[config.mk]
export PLATFORM = sky130hd
export DESIGN_NAME = sprite_dma_sched
export DESIGN_NICKNAME = d
export VERILOG_FILES = /design/src/rtl/projf_sprite_pkg.sv /design/src/rtl/sprite_dma_sched_rr_pick.sv /design/src/rtl/sprite_dma_sched.sv
export SDC_FILE = /design/constraint.sdc
export NUM_CORES = 1
export LEC_CHECK = 0
export ABC_CLOCK_PERIOD_IN_PS = 4800
export BUFFER_PORTS_ARGS = -buffer_cell sky130_fd_sc_hd__buf_2
export CORE_MARGIN = 2
export CORE_UTILIZATION = 40
export CTS_BUF_LIST = sky130_fd_sc_hd__clkbuf_16
export DETAILED_ROUTE_END_ITERATION = 10
export GPL_TIMING_DRIVEN = 0
export PLACE_DENSITY = 0.78
export SLEW_MARGIN = 40
export SYNTH_ARGS = -nofsm -noshare
export SYNTH_HDL_FRONTEND = slang
export SYNTH_SLANG_ARGS = --single-unit
[constraint.sdc]
create_clock -name clk_pix -period 4.8 [get_ports clk_pix]
set_clock_uncertainty 0.2 [all_clocks]
set_input_delay 0.72 -clock clk_pix [delete_from_list [all_inputs] [get_ports clk_pix]]
set_output_delay 0.72 -clock clk_pix [all_outputs]
set_load 0.01 [all_outputs]
[src/rtl/projf_sprite_pkg.sv]
// Shared types for the sprite/font ROM scheduling blocks.
// Latency: n/a (types only). Backpressure: n/a.
// Keep the state encoding here so that later arbiters and debug taps agree on it.
package projf_sprite_pkg;
  typedef enum logic [1:0] {IDLE, ARB, GRANT, DONE} sched_state_t;
endpackage

[src/rtl/sprite_dma_sched_rr_pick.sv]
// Rotating priority pick: first set bit of vec searching upward from start, with wrap.
// Latency: combinational. Backpressure: none.
// vld=0 when vec is empty; idx is then 0.
module rr_pick #(
  parameter int N  = 5,
  parameter int IW = (N > 1) ? $clog2(N) : 1
) (
  input  logic [N-1:0]  vec,
  input  logic [IW-1:0] start,
  output logic          vld,
  output logic [IW-1:0] idx
);

  logic [IW-1:0] cand;

  // Walk from the farthest candidate back to start so the nearest hit wins.
  always_comb begin
    vld  = 1'b0;
    idx  = '0;
    cand = '0;
    for (int k = N - 1; k >= 0; k--) begin
      cand = IW'((int'(start) + k) % N);
      if (vec[cand]) begin
        vld = 1'b1;
        idx = cand;
      end
    end
  end

endmodule

[src/rtl/sprite_dma_sched.sv]
// Per-line blanking scheduler: grants requesting sprites back-to-back ROM DMA slots.
// Latency: first grant at sx==HACTIVE+1, each slot DMA_CYC clocks; rom_addr is same-cycle.
// Backpressure: none; a started slot always runs its full length, unfit slots are dropped as overrun.
module sprite_dma_sched
  import projf_sprite_pkg::*;
#(
  parameter int NSPR    = 5,
  parameter int ADDRW   = 11,
  parameter int CORDW   = 12,
  parameter int HACTIVE = 1280,
  parameter int WINDOW  = 64,
  parameter int DMA_CYC = 2
) (
  input  logic                  clk_pix,
  input  logic                  rstn_i,
  input  logic [CORDW-1:0]      sx,
  input  logic                  en,
  input  logic [NSPR-1:0]       req,
  input  logic [NSPR*ADDRW-1:0] gfx_addr,
  output logic [NSPR-1:0]       dma_avail,
  output logic [ADDRW-1:0]      rom_addr,
  output logic                  busy,
  output logic                  overrun,
  output logic [NSPR-1:0]       served
);

  localparam int IW      = (NSPR > 1) ? $clog2(NSPR) : 1;
  localparam int CW      = (DMA_CYC > 1) ? $clog2(DMA_CYC) : 1;
  localparam int LAST_SX = HACTIVE + WINDOW - 1;

  sched_state_t    state;
  logic [NSPR-1:0] pending, slot_served, pick_vec, g_oh;
  logic [IW-1:0]   rr_ptr, g, pick_idx;
  logic [CW-1:0]   slot_cnt;
  logic            pick_vld, slot_fits, win_open, early_exit, slot_last;

  assign g_oh       = NSPR'(1) << g;
  // A slot decided now starts next clock and must end by the window's last sx.
  assign slot_fits  = (int'(sx) + DMA_CYC) <= LAST_SX;
  assign win_open   = (int'(sx) == HACTIVE) && en;
  assign early_exit = int'(sx) < HACTIVE;
  assign slot_last  = slot_cnt == CW'(DMA_CYC - 1);
  assign busy       = (state == ARB) || (state == GRANT);

  always_comb begin
    pick_vec = pending;
    case (state)
      IDLE:    pick_vec = req;
      GRANT:   pick_vec = pending & ~g_oh;
      default: pick_vec = pending;
    endcase
  end

  rr_pick #(.N(NSPR), .IW(IW)) u_pick (
    .vec   (pick_vec),
    .start (rr_ptr),
    .vld   (pick_vld),
    .idx   (pick_idx)
  );

  always_comb begin
    rom_addr = '0;
    for (int i = 0; i < NSPR; i++)
      if (dma_avail[i]) rom_addr = rom_addr | gfx_addr[i*ADDRW +: ADDRW];
  end

  // The window-open cycle performs the arbitration pick itself so the first
  // grant lands at HACTIVE+1; ARB re-arbitrates from pending if ever entered.
  always_ff @(posedge clk_pix or negedge rstn_i) begin
    if (!rstn_i) begin
      state       <= IDLE;
      pending     <= '0;
      slot_served <= '0;
      rr_ptr      <= '0;
      g           <= '0;
      slot_cnt    <= '0;
      dma_avail   <= '0;
      overrun     <= 1'b0;
      served      <= '0;
    end else begin
      overrun <= 1'b0;
      case (state)
        IDLE: begin
          if (win_open) begin
            pending     <= req;
            slot_served <= '0;
            if (pick_vld && slot_fits) begin
              g         <= pick_idx;
              dma_avail <= NSPR'(1) << pick_idx;
              slot_cnt  <= '0;
              state     <= GRANT;
            end else begin
              state <= DONE;
              if (pick_vld) begin
                overrun <= 1'b1;
                rr_ptr  <= pick_idx;
              end
            end
          end
        end
        ARB, GRANT: begin
          if (early_exit) begin
            state     <= IDLE;
            dma_avail <= '0;
          end else if (state == ARB || slot_last) begin
            if (state == GRANT) begin
              pending     <= pending & ~g_oh;
              slot_served <= slot_served | g_oh;
            end
            if (pick_vld && slot_fits) begin
              g         <= pick_idx;
              dma_avail <= NSPR'(1) << pick_idx;
              slot_cnt  <= '0;
              state     <= GRANT;
            end else begin
              dma_avail <= '0;
              state     <= DONE;
              if (pick_vld) begin
                overrun <= 1'b1;
                rr_ptr  <= pick_idx;
              end
            end
          end else begin
            slot_cnt <= slot_cnt + 1'b1;
          end
        end
        DONE: begin
          served <= slot_served;
          if (sx == '0) state <= IDLE;
        end
        default: state <= IDLE;
      endcase
    end
  end

endmodule

After elaboration in Yosys (flattened, before gate mapping)

Cells that the tools add are included.
Widths: inputs -> output; s select.

Shift operators: 2
$add $sub $neg: 6
Divide/modulo/power cells: 5
Reductions and logical operators: 13
Bitwise operators: 7
Magnitude comparators: 7
Eq/ne operators: 11
Multiplexer cells: 70

Operators by type and width:

| kind                  | count |
|---|---|
| $mod 32x4->32 const B | 4 |
| $mux 5                | 13 |
| $mux 11               | 5 |
| $or 11x11->11         | 4 |
| $mux 3                | 14 |
| $pmux 5 s2            | 4 |
| $mod 4x4->32 const B  | 1 |
| $lt 3x4->1 const B    | 5 |
| $mux 1                | 20 |
| $bmux 1 s3            | 5 |
| $add 12x2->13 const B | 1 |
| $le 13x11->1 const B  | 1 |
| $eq 12x12->1 const B  | 1 |
| $logic_not 12->1      | 1 |
| $lt 12x11->1 const B  | 1 |
| $ne 2x2->1 const B    | 6 |
| $pmux 3 s2            | 2 |
| $shl 1x3->5 const A   | 2 |
| $add 3x2->4 const B   | 2 |
| $mux 2                | 4 |
| $reduce_and 4->1      | 2 |
| $pmux 2 s3            | 1 |
| $reduce_and 3->1      | 2 |
| $and 5x5->5           | 1 |
| other kinds (15)      | 19 |

Word-level logic and storage cells: 130
Input port bits: 75
Output and inout bits: 23
Bits in registers: 30

Depth between registers and ports, before layout

Depth after elaboration: 16
Gate-level depth with buffers: 18
Gate-level depth less buffers: 16

Cells and area by module

Synthesis repeated with hierarchy kept, for this count alone.

Cell total of the unflattened synthesis: 419
Area, all modules: 3392.0 um^2

By module, submodules not included:

| module           | area an instance (um^2) | seq. area each (um^2) | times used | cells an instance |
|---|---|---|---|---|
| sprite_dma_sched | 2037.0                  | 750.7                 | 1          | 226 |
| rr_pick          | 1355.0                  | 0.0                   | 1          | 193 |

Least setup slack after synthesis

Ideal clock, no wire load.

Kind: reg-to-reg
Start point: register rr_ptr[0]
End point: register g[1]
Cell stages (with the launch flop): 18
Buffers on the path: 3
Setup slack: -0.042 ns
Arrival: 4.518 ns
Path through: dfrtp_1 -> clkbuf_1 -> inv_1 -> clkbuf_1 -> ha_1 -> clkbuf_1 -> xnor2_1 -> o211ai_1 -> and2_1 -> ha_1 -> a221oi_1 -> o21ai_0 -> a2bb2oi_1 -> a22oi_1 -> nor2_1 -> o41ai_2 -> nor2_1 -> mux2_2

Word-level cells in the longest chain between the ends: 14
Elaborated cells on any way between the ends: 35

RTL lines:

| item                         | line                                            | source |
|---|---|---|
| start, declared              | sprite_dma_sched.sv:33                          | `logic [IW-1:0] rr_ptr, g, pick_idx;` |
| start signal, assigned       | sprite_dma_sched.sv:96                          | `rr_ptr <= pick_idx;` |
| start signal, assigned       | sprite_dma_sched.sv:120                         | `rr_ptr <= pick_idx;` |
| $add 3x3->4                  | sprite_dma_sched_rr_pick.sv:22                  | `cand = IW'((int'(start) + k) % N);` |
| $mod 32x4->32                | sprite_dma_sched_rr_pick.sv:22                  |  |
| $bmux 1 s3                   | sprite_dma_sched_rr_pick.sv:23                  | `if (vec[cand]) begin` |
| $mux 1 (implied by the code) | sprite_dma_sched_rr_pick.sv:23                  |  |
| $mux 1 (5 in series)         | sprite_dma_sched_rr_pick.sv:23                  |  |
| $logic_and 1x1->1            | sprite_dma_sched.sv:87, sprite_dma_sched.sv:110 |  |
| $mux 3 *                     | sprite_dma_sched.sv:87, sprite_dma_sched.sv:110 |  |
| $mux 3                       | sprite_dma_sched.sv:105                         | `end else if (state == ARB \|\| slot_last) begin` |
| $mux 3                       | sprite_dma_sched.sv:102                         | `if (early_exit) begin` |
| $pmux 3 s2 *                 | sprite_dma_sched.sv:82                          | `case (state)` |
| end signal, assigned         | sprite_dma_sched.sv:88                          | `g <= pick_idx;` |
| end signal, assigned         | sprite_dma_sched.sv:111                         | `g <= pick_idx;` |
| end, declared                | sprite_dma_sched.sv:33                          |  |

Every way passes the cells marked *; elsewhere a longest branch is shown, timed or not. The select of a mux whose other input is x is not followed.
A chain may end at the register's enable or synchronous reset.

Final worst setup path

Start point: register rr_ptr[1]
End point: register dma_avail[0]

Word-level cells in the longest chain between the ends: 14
Elaborated cells on any way between the ends: 39

RTL lines:

| item                                             | line                           | source |
|---|---|---|
| $add 3x3->4                                      | sprite_dma_sched_rr_pick.sv:22 |  |
| $mod 32x4->32                                    | sprite_dma_sched_rr_pick.sv:22 |  |
| $bmux 1 s3                                       | sprite_dma_sched_rr_pick.sv:23 |  |
| $mux 1 (implied by the code)                     | sprite_dma_sched_rr_pick.sv:23 |  |
| $mux 3 or $mux 1 (tied branches) (5 in series)   | sprite_dma_sched_rr_pick.sv:23 |  |
| $shl 1x3->5 or $logic_and 1x1->1 (tied branches) | --                             |  |
| $mux 5                                           | sprite_dma_sched.sv:110        | `if (pick_vld && slot_fits) begin` |
| $mux 5                                           | sprite_dma_sched.sv:105        |  |
| $mux 5                                           | sprite_dma_sched.sv:102        |  |
| $pmux 5 s2                                       | sprite_dma_sched.sv:82         |  |
| end signal, assigned                             | sprite_dma_sched.sv:89         | `dma_avail <= NSPR'(1) << pick_idx;` |
| end signal, assigned                             | sprite_dma_sched.sv:112        | `dma_avail <= NSPR'(1) << pick_idx;` |
| end, declared                                    | sprite_dma_sched.sv:20         | `output logic [NSPR-1:0] dma_avail,` |

Several ways; a longest one is shown, not always the timed one. The select of a mux whose other input is x is not followed.

==> results by group <==
Power and ir drop
  – PD cells: around 900 nW/um^2
  – Pwr Total: 4.134 mW
  – Sw Share: 0.5395
  – Internal power: about 1.9 mW
  – Worst vdd ir: 0.5655 mV
  – Sequential share of power: 0.112
  – Clock network fraction of total power: 0.087
  – Comb power frac: 0.801
  – Psw: 2.230 mW
  – Pleak: about 2.1 nW

Timing
  – Final Hold Fails: 0
  – Worst setup margin: 0.04654 ns
  – Setup TNS: 0 ns
  – Max-slew violation count: 0
  – Final min period: 4.753 ns
  – Slew @ Worst Pin: between 0.7 and 0.8 ns
  – Fmax: 0.2104 GHz
  – WHS: 0.2676 ns
  – Period utilization: 0.9903
  – Worst slew margin: 0.4743
  – Final setup viols: 0

Synthesis
  – Top_reg_cell synth: dfrtp_1
  – Cells after Synth: around 440
  – Yosys top cell area share: 0.2138
  – Syn_nets: 545
  – Synth top area cells: dfrtp_1 (21%), ha_1 (9.6%), nand2_1 (5.5%)
  – Syn Area/Cell: between 7 and 8 um^2
  – Fraction of registers with async set/reset: 1.000
  – Synth area leader: dfrtp_1
  – Post-synthesis sequential area ratio: 0.2138
  – Count leader, synth: nand2_1
  – Synth cell types: between 70 and 80
  – Synth Register Bits: 30
  – Cell Area, Synth: approximately 3500 um^2
  – Commonest cells in the synthesized netlist: nand2_1 (51), nor2_1 (31), dfrtp_1 (30)
  – Yosys warning total: 0
  – Number of synthesized flops with an enable pin: 0

CTS
  – Worst-skew pair later-pin latency: 0.28 ns
  – CTS Root Cell: clkbuf_16
  – Worst-path clk slew: around 0.050 ns
  – Clock buffer depth: 2
  – CTS buffer count: 5
  – H-tree depth: 2
  – Hold_buf cts: 0
  – CTS tree: yes
  – CTS Sinks: 30

Setup path
  – Crit path kind: reg -> reg
  – Critical path launch point: rr_ptr[1]
  – Max incr delay on CP: 0.53 ns
  – Crit-path max FO: 8
  – Crit path top cell by count: nor3_1
  – Cells along the critical path: clkinvlp_4, buf_4, ha_1, a21oi_2, inv_2, o211ai_1, and2_2, ha_2, nor3_1, a211o_1, nor2_1, o31ai_1, nor3_1, o21ai_2, or4b_4, o32ai_1
  – Worst setup SP type: flip-flop
  – Slowest library cell on the worst path: or4b_4
  – Critical Path RT: 4.77 ns
  – CP arrival: 4.72 ns
  – Critical R2R Launch: rr_ptr[1]
  – Setup slack, reg-to-reg: 0.05 ns
  – Setup crit end kind: flip-flop

Placement
  – RePlAce Congestion: ~0.99
  – Dpl ws: -1.018 ns
  – Placed cells: 647
  – Detailed Place HPWL: 8.102 mm
  – Placed Area: 4140 um^2
  – Port bufs: slightly below 100

Min path
  – Hold Path Class: in -> async

GRT
  – GR Util met1: 0.3086
  – First-pass GRT wire length: 18.12 mm
  – Global-route track usage on met3: 0.03309
  – Vias in the first global route: 3857
  – Total track usage: 0.2215
  – Grt ovf: 0
  – Largest net degree at the start of global routing: 31
  – GR peak layer: met2
  – Met2 GRT Util: 0.3634
  – Antenna violations before repair: 0

Floorplanning
  – Die area: 9546 um^2
  – Core box area: 8636 um^2
  – Ports: about 100
  – Die Wd: 97.71 um
  – Initial Utilization: 0.4067
  – Die H: 97.71 um
  – Std-Cell Rows: 34

Routing
  – Final antenna-violating net count: 0
  – Via density: about 6.3
  – DRT iter0 DRCs: 461
  – Routed WL: between 10 and 15 mm
  – WL per Instance: 17.21 um
  – TritonRoute pass-1 iters: 7
  – Via count: ~4200
  – DRC viols: 0

Finish
  – Share of layout cells above drive strength 1: 0.3381
  – Final core occ: 0.5432
  – Final #Nets: 661
  – Final non-filler cell total: around 670
  – Area grow syn2layout: 33.56%
  – Diode count: 0
  – Post-route cell area: ~4700 um^2

Run
  – Max-Cap Viols: 0

Run status
  – Outcome: finished clean
[cell usage in the layout, fill, tap and decap left out, types with 6 or more instances in the layout]
| cell | synthesis | routed |
|---|---|---|
| a22oi_1 | 13 | 12 |
| mux2i_1 | 9 | 9 |
| o21ai_0 | 29 | 27 |
| mux2_2 | 9 | 9 |
| a21oi_1 | 17 | 15 |
| nor2_1 | 31 | 29 |
| o211ai_1 | 8 | 8 |
| buf_4 | 0 | 12 |
| ha_1 | 27 | 24 |
| buf_2 | 1 | 98 |
| a222oi_1 | 12 | 12 |
| nand3_1 | 8 | 8 |
| dfrtp_1 | 30 | 27 |
| clkbuf_1 | 21 | 16 |
| nand2_1 | 51 | 50 |
| nand3b_1 | 6 | 6 |
| inv_1 | 28 | 24 |
| nor3_1 | 9 | 8 |
| nor2b_1 | 7 | 7 |
[worst paths after layout]
path                                end  cells after the start
hold reg to reg               served[3]                      1
hold / removal                 state[1]                      1
setup / recovery           dma_avail[0]                     16
min in group clk_pix          served[3]                      1
setup reg to reg           dma_avail[0]                     16
max in group asynchronous     rr_ptr[1]                      1
[cell families after synthesis]
kind of cell	synth area share
buffers and inverters	0.05486
DFF	0.2138
and+or+nand+nor	0.2234
xor gates and xnor gates	0.01710
muxes	0.05451
AOI/OAI and AO/OA	0.3345
adders and majority gates	0.1019
[per-layer routing]
layer | wire length [um] | vias up
li1 | - | 1932
met1 | 4780 | 1981
met2 | 5474 | 231
met3 | 917 | 42
met4 | 308 | 0
met5 | 0 | -
[critical path, delay by kind of cell (launching register included)]
kind            cells  cell delay [ns]
simple gates        5             1.57
flops               1             0.49
buf+inv             3             0.49
compound gates      6             1.36
fa+ha+maj           2             0.51
[power groups by stage]
stage	Sequential (mW)	Combinational (mW)	Clock [mW]
after CTS	0.463	2.86	0.358
after global placement	0.458	2.56	0
final	0.463	3.31	0.360
after detailed placement	0.462	2.66	0
after floorplan	0.448	2.00	0
after global routing	0.477	3.58	0.371
[registers in the layout, indices dropped and copies added (netlist names)]
signal,flops
rr_ptr,3
served,5
dma_avail,5
state,2
slot_cnt,1
overrun,1
slot_served,5
g,3
pending,5
[cell type report]
class                           count  area [um^2]
Timing Repair Buffer              110        580.6
Clock buffer                        5        125.1
Clock inverter                      3        40.04
Inverter                           29        112.6
Fill cell                         781         3945
Tap cell                          108        135.1
Sequential cell                    30        754.5
Buffer                             21        103.9
Multi-Input combinational cell    361         2839
[timing repair]
item | 4_1_cts | 5_1_grt
resized for setup | 28 | 32
endpoints found under the setup margin | 14 | 14
gates cloned | 0 | 0
setup buffers | 4 | 8
pin swaps | 1 | 10
No activity file was read; power rests on OpenSTA's default activity.
